File: src/rtl/sfif_wbm_arb.sv
// sfif_wbm_arb: two-requester round-robin Wishbone classic master with retry/timeout handling
// Ports: wb_clk_i/wb_rst_i clock and async active-high reset; rN_req/we/adr/dat/sel command
// inputs and rN_done/rdata/status completion outputs per requester; wb_* Wishbone master port;
// busy high outside IDLE; gnt_id is the requester owning the current or last cycle.
module sfif_wbm_arb #(
    parameter int ADR_W     = 18,
    parameter int DAT_W     = 16,
    parameter int TIMEOUT   = 64,
    parameter int RETRY_MAX = 3
) (
    input  logic               wb_clk_i,
    input  logic               wb_rst_i,
    input  logic               r0_req,
    input  logic               r0_we,
    input  logic [ADR_W-1:0]   r0_adr,
    input  logic [DAT_W-1:0]   r0_dat,
    input  logic [DAT_W/8-1:0] r0_sel,
    output logic               r0_done,
    output logic [DAT_W-1:0]   r0_rdata,
    output logic [1:0]         r0_status,
    input  logic               r1_req,
    input  logic               r1_we,
    input  logic [ADR_W-1:0]   r1_adr,
    input  logic [DAT_W-1:0]   r1_dat,
    input  logic [DAT_W/8-1:0] r1_sel,
    output logic               r1_done,
    output logic [DAT_W-1:0]   r1_rdata,
    output logic [1:0]         r1_status,
    output logic               wb_cyc_o,
    output logic               wb_stb_o,
    output logic               wb_we_o,
    output logic [ADR_W-1:0]   wb_adr_o,
    output logic [DAT_W-1:0]   wb_dat_o,
    output logic [DAT_W/8-1:0] wb_sel_o,
    input  logic [DAT_W-1:0]   wb_dat_i,
    input  logic               wb_ack_i,
    input  logic               wb_err_i,
    input  logic               wb_rty_i,
    output logic               busy,
    output logic               gnt_id
);
    localparam int SEL_W = DAT_W / 8;
    localparam logic [1:0] IDLE = 2'd0, BUS = 2'd1, RWAIT = 2'd2, GAP = 2'd3;

    logic [1:0]       state_q, state_d, done_q, done_d, status0_q, status0_d, status1_q, status1_d;
    logic             last_gnt_q, last_gnt_d, gnt_q, gnt_d, cyc_q, cyc_d, we_q, we_d, busy_q, busy_d;
    logic [7:0]       tmo_q, tmo_d;
    logic [3:0]       rty_q, rty_d;
    logic [ADR_W-1:0] adr_q, adr_d;
    logic [DAT_W-1:0] dat_q, dat_d, rdata0_q, rdata0_d, rdata1_q, rdata1_d;
    logic [SEL_W-1:0] sel_q, sel_d;
    logic             pick, fin;
    logic [1:0]       fin_st;

    always_comb begin
        state_d    = state_q;
        last_gnt_d = last_gnt_q;
        gnt_d      = gnt_q;
        cyc_d      = cyc_q;
        we_d       = we_q;
        adr_d      = adr_q;
        dat_d      = dat_q;
        sel_d      = sel_q;
        tmo_d      = tmo_q;
        rty_d      = rty_q;
        status0_d  = status0_q;
        status1_d  = status1_q;
        rdata0_d   = rdata0_q;
        rdata1_d   = rdata1_q;
        done_d     = 2'b00;
        fin        = 1'b0;
        fin_st     = 2'b00;
        // on contention the requester that did not win last time gets the bus
        pick       = (r0_req && r1_req) ? ~last_gnt_q : r1_req;
        case (state_q)
            IDLE: if (r0_req || r1_req) begin
                gnt_d      = pick;
                last_gnt_d = pick;
                cyc_d      = 1'b1;
                we_d       = pick ? r1_we : r0_we;
                adr_d      = pick ? r1_adr : r0_adr;
                sel_d      = pick ? r1_sel : r0_sel;
                dat_d      = we_d ? (pick ? r1_dat : r0_dat) : dat_q;
                tmo_d      = '0;
                rty_d      = '0;
                state_d    = BUS;
            end
            BUS: begin
                if (wb_err_i) begin
                    fin    = 1'b1;
                    fin_st = 2'b01;
                end else if (wb_ack_i) begin
                    fin    = 1'b1;
                end else if (wb_rty_i) begin
                    if (rty_q < 4'(RETRY_MAX)) begin
                        cyc_d   = 1'b0;
                        rty_d   = rty_q + 4'd1;
                        state_d = RWAIT;
                    end else begin
                        fin    = 1'b1;
                        fin_st = 2'b11;
                    end
                end else if (tmo_q == 8'(TIMEOUT - 1)) begin
                    fin    = 1'b1;
                    fin_st = 2'b10;
                end else begin
                    tmo_d = tmo_q + 8'd1;
                end
            end
            RWAIT: begin
                cyc_d   = 1'b1;
                tmo_d   = '0;
                state_d = BUS;
            end
            default: state_d = IDLE;
        endcase
        if (fin) begin
            cyc_d   = 1'b0;
            state_d = GAP;
            done_d  = gnt_q ? 2'b10 : 2'b01;
            if (gnt_q) status1_d = fin_st;
            else       status0_d = fin_st;
            // only an ack (status 00) on a read carries data back
            if (fin_st == 2'b00 && !we_q) begin
                if (gnt_q) rdata1_d = wb_dat_i;
                else       rdata0_d = wb_dat_i;
            end
        end
        busy_d = state_d != IDLE;
    end

    always_ff @(posedge wb_clk_i or posedge wb_rst_i) begin
        if (wb_rst_i) begin
            state_q    <= IDLE;
            last_gnt_q <= 1'b1;
            gnt_q      <= 1'b0;
            cyc_q      <= 1'b0;
            we_q       <= 1'b0;
            adr_q      <= '0;
            dat_q      <= '0;
            sel_q      <= '0;
            tmo_q      <= '0;
            rty_q      <= '0;
            status0_q  <= '0;
            status1_q  <= '0;
            rdata0_q   <= '0;
            rdata1_q   <= '0;
            done_q     <= '0;
            busy_q     <= 1'b0;
        end else begin
            state_q    <= state_d;
            last_gnt_q <= last_gnt_d;
            gnt_q      <= gnt_d;
            cyc_q      <= cyc_d;
            we_q       <= we_d;
            adr_q      <= adr_d;
            dat_q      <= dat_d;
            sel_q      <= sel_d;
            tmo_q      <= tmo_d;
            rty_q      <= rty_d;
            status0_q  <= status0_d;
            status1_q  <= status1_d;
            rdata0_q   <= rdata0_d;
            rdata1_q   <= rdata1_d;
            done_q     <= done_d;
            busy_q     <= busy_d;
        end
    end

    assign r0_done   = done_q[0];
    assign r1_done   = done_q[1];
    assign r0_rdata  = rdata0_q;
    assign r1_rdata  = rdata1_q;
    assign r0_status = status0_q;
    assign r1_status = status1_q;
    assign wb_cyc_o  = cyc_q;
    assign wb_stb_o  = cyc_q;
    assign wb_we_o   = we_q;
    assign wb_adr_o  = adr_q;
    assign wb_dat_o  = dat_q;
    assign wb_sel_o  = sel_q;
    assign busy      = busy_q;
    assign gnt_id    = gnt_q;
endmodule

File: config.mk
export PLATFORM = sky130hd
export DESIGN_NAME = sfif_wbm_arb
export DESIGN_NICKNAME = d
export VERILOG_FILES = /design/src/rtl/sfif_wbm_arb.sv
export SDC_FILE = /design/constraint.sdc
export NUM_CORES = 1
export LEC_CHECK = 0
export ABC_AREA = 0
export CAP_MARGIN = 10
export CORE_MARGIN = 2
export CORE_UTILIZATION = 38
export DETAILED_ROUTE_END_ITERATION = 8
export PLACE_DENSITY = 0.82
export SLEW_MARGIN = 25
export SYNTH_ARGS = -nofsm -noshare
export SYNTH_HDL_FRONTEND = slang
export SYNTH_SLANG_ARGS = --single-unit
File: constraint.sdc
create_clock -name wb_clk_i -period 2.9 [get_ports wb_clk_i]
set_input_delay 0.435 -clock wb_clk_i [delete_from_list [all_inputs] [get_ports wb_clk_i]]
set_output_delay 0.435 -clock wb_clk_i [all_outputs]
set_load 0.05 [all_outputs]
==> results by group <==
Outcome
  – Run status: finished clean

Route
  – WL/cell: 15.76 um
  – Drt first pass iters: 4
  – Wirelength, routed: ~10000 um
  – Drt drc: 0
  – Avg Vias per Cell: about 5.1
  – DR iter-0 viols: 128
  – Vias: 3340
  – Post-route ant nets: 0

STA
  – Least-Margin Pin Slew: 0.6060 ns
  – Fin Clk Skew: around 0.017 ns
  – Final hold viol count: 0
  – RSZ-0062 raised after global routing: false
  – Final period utilization: between 70 and 80%
  – Min Tclk post-route: 2.272 ns
  – Fmax: approximately 440 MHz
  – Count of pins over their slew limit: 0
  – Final setup TNS: 0 ns
  – Relative slew margins: 59.29%
  – Hold slack: between 0.4 and 0.5 ns
  – Setup ws final: 0.6277 ns
  – Final setup viols: 0

Clocking
  – Post-CTS Setup Bufs: 0
  – Post-CTS Resized: 0
  – Root Buffer: clkbuf_8
  – Clock Latency Late Sink: 0.36 ns
  – CTS tree: done
  – Hold buffer count at CTS: 0
  – Total number of H-tree levels: 3
  – CTS buffer count: 9
  – Clock sinks: 93
  – Max clock buf depth: 2
  – Clock slew at reported path FFs: 0.10 ns

Worst setup path
  – Slowest cell on crit path: clkdlybuf4s50_1
  – WP buf/inv: 1
  – Startpoint Class: flop
  – Worst stage delay on the critical path: about 0.89 ns
  – Crit path max-delay family: buffers and inverters
  – Req. time, crit path: approximately 2.5 ns
  – Crit path DAT: 1.84 ns
  – CP max FO: 10
  – Critical path class: reg -> out
  – RR Endpoint: tmo_q[4]
  – Cell depth of the worst setup path: 1
  – Worst setup EP type: output port
  – Reg2Reg Setup Slack: 0.81 ns
  – FF-to-FF Start: tmo_q[0]
  – Cell count of the worst reg-to-reg path: 6
  – Critical path, cell by cell: clkdlybuf4s50_1

Floorplanning
  – Die footprint: 11490 um^2
  – Top Ports: 176
  – Die X: 107.2 um
  – FP Rows: 37
  – Die Y: 107.2 um
  – Initial Util: between 30% and 40%
  – CORE AREA: 10320 um^2

Logic synthesis
  – Seq/Total Area, Yosys: 57.53%
  – Mean Syn Cell Area: approximately 12 um^2
  – Synthesized area: just over 4000 um^2
  – Number of synthesized flops with an enable pin: 0
  – Synth warnings: 0
  – Post-synth ARST share: between 90% and 100%
  – Synth Flop Type: dfrtp_1
  – Post-synthesis net count: between 400 and 500
  – Cells after Synth: around 340
  – Synthesis-stage register bit count: 93
  – Post-synth cell types: 42

Power and ir drop
  – Sw Pwr: 3.539 mW
  – Sw Ratio: 47.83%
  – Power share of the combinational group: 56.8%
  – Pint: 3.861 mW
  – Leakage: ~2.6 nW
  – PD cells: 1191 nW/um^2
  – Peak VDD IR: 0.0006027 V
  – Seq pwr share: 30.2%
  – Clock power share: 13.1%

Hold path
  – Worst Hold Class: in -> async

Cells and area
  – Post-layout util: 60.16%
  – Commonest non-fill, non-tap cell in the layout: clkdlybuf4s50_1
  – Synth-to-Final Area Change: 53.45%
  – Final net count: just over 600
  – FF/Latch Area: 2328 um^2
  – Diodes inserted: 0
  – Share of layout cells above drive strength 1: 13.14%
  – Commonest non-fill, non-tap cells in the layout: 175 x clkdlybuf4s50_1, 92 x dfrtp_1, 39 x mux2i_1, 33 x mux2_2
  – Finished Cell Area: 6211 um^2
  – Fill cells: 875
  – Footprint of the multi-input gates: 1645 um^2

GRT
  – Largest net degree at the start of global routing: 48
  – Vias in the first global route: 3625
  – Tot GR Track Use: 18.86%
  – Initial antenna violation count: 0
  – Total grt overflow: 0
  – First-pass GRT wire length: 17150 um

Place
  – Worst slack, placed: roughly 0.47 ns
  – DPL Wire Length: 8003 um
  – GP Congestion: 0.8136
  – Placed cell areas: 5988 um^2
  – Count of input and output buffers: 175

Run
  – Max-Cap Viols: 0
==> through the flow <==
step / power (mW) / instances
2_1_floorplan: 4.968 / 343
4_1_cts: 7.470 / 661
6_report: 7.400 / 661
3_3_place_gp: 6.369 / 645
3_5_place_dp: 6.491 / 645
5_1_grt: 7.776 / 661
==> cells by family after synthesis <==
kind of cell / after synthesis / share of synthesized area, %
muxes: 72 / 18.83
adders and majority gates: 2 / 0.6181
and+or+nand+nor: 89 / 10.51
buffers and inverters: 20 / 2.257
xor gates and xnor gates: 2 / 0.4328
DFF: 93 / 57.53
AOI/OAI and AO/OA: 65 / 9.830
==> power groups by stage <==
stage | combinational, mW | sequential [mW] | clock (mW)
after floorplan | 0.989 | 3.98 | 0
after global placement | 4.15 | 2.22 | 0
after detailed placement | 4.23 | 2.26 | 0
after CTS | 4.24 | 2.24 | 0.995
after global routing | 4.42 | 2.31 | 1.05
final | 4.20 | 2.23 | 0.968
==> cells in the mapped netlist, types with 2 or more instances <==
| library cell | instances | area share [%] |
|---|---|---|
| dfrtp_1 | 92 | 57 |
| mux2i_1 | 39 | 9.6 |
| mux2_2 | 33 | 9.2 |
| nor2_1 | 31 | 2.9 |
| nand2_1 | 30 | 2.8 |
| o21ai_0 | 28 | 3.5 |
| a21oi_1 | 18 | 2.2 |
| buf_2 | 10 | 1.2 |
| clkbuf_1 | 8 | 0.74 |
| nand3_1 | 7 | 0.87 |
| nor3_1 | 7 | 0.87 |
| a22o_1 | 4 | 0.87 |
| a21o_1 | 2 | 0.37 |
| and2_1 | 2 | 0.31 |
| ha_1 | 2 | 0.62 |
| o41ai_1 | 2 | 0.43 |
| or2_2 | 2 | 0.31 |
| xnor2_1 | 2 | 0.43 |
==> metal layers <==
metal / GRT usage (%) / vias to the layer above / routed length (um)
li1: - / 1566 / -
met1: 21.86 / 1628 / 4107
met2: 32.41 / 131 / 5290
met3: 6.201 / 15 / 835
met4: 6.957 / 0 / 184
met5: 0 / - / 0
==> sequential cells by signal, summed over array words and instances, names as in the netlist, 2 cells and up <==
signal     cells
wb_adr_o      18
tmo_q          8
r0_rdata      16
r0_status      2
r1_status      2
rty_q          4
wb_dat_o      16
state_q        2
done_q         2
wb_sel_o       2
r1_rdata      16
==> cell type report <==
| type | count | area share, % |
|---|---|---|
| Tap cell | 136 | 2.740 |
| Inverter | 1 | 0.08058 |
| Sequential cell | 93 | 37.49 |
| Timing Repair Buffer | 185 | 29.61 |
| Clock inverter | 6 | 1.531 |
| Clock buffer | 10 | 2.055 |
| Multi-Input combinational cell | 230 | 26.49 |
==> worst max-delay path by stage <==
stage	start	to	slack, ns
2_1_floorplan	wb_rst_i	busy	0.05
3_3_place_gp	wb_rty_i	tmo_q[4]	0.53
3_5_place_dp	wb_rty_i	tmo_q[4]	0.47
4_1_cts	gnt_id	gnt_id	0.61
5_1_grt	gnt_id	gnt_id	0.54
6_report	gnt_id	gnt_id	0.63
No activity file was read; power rests on OpenSTA's default activity.
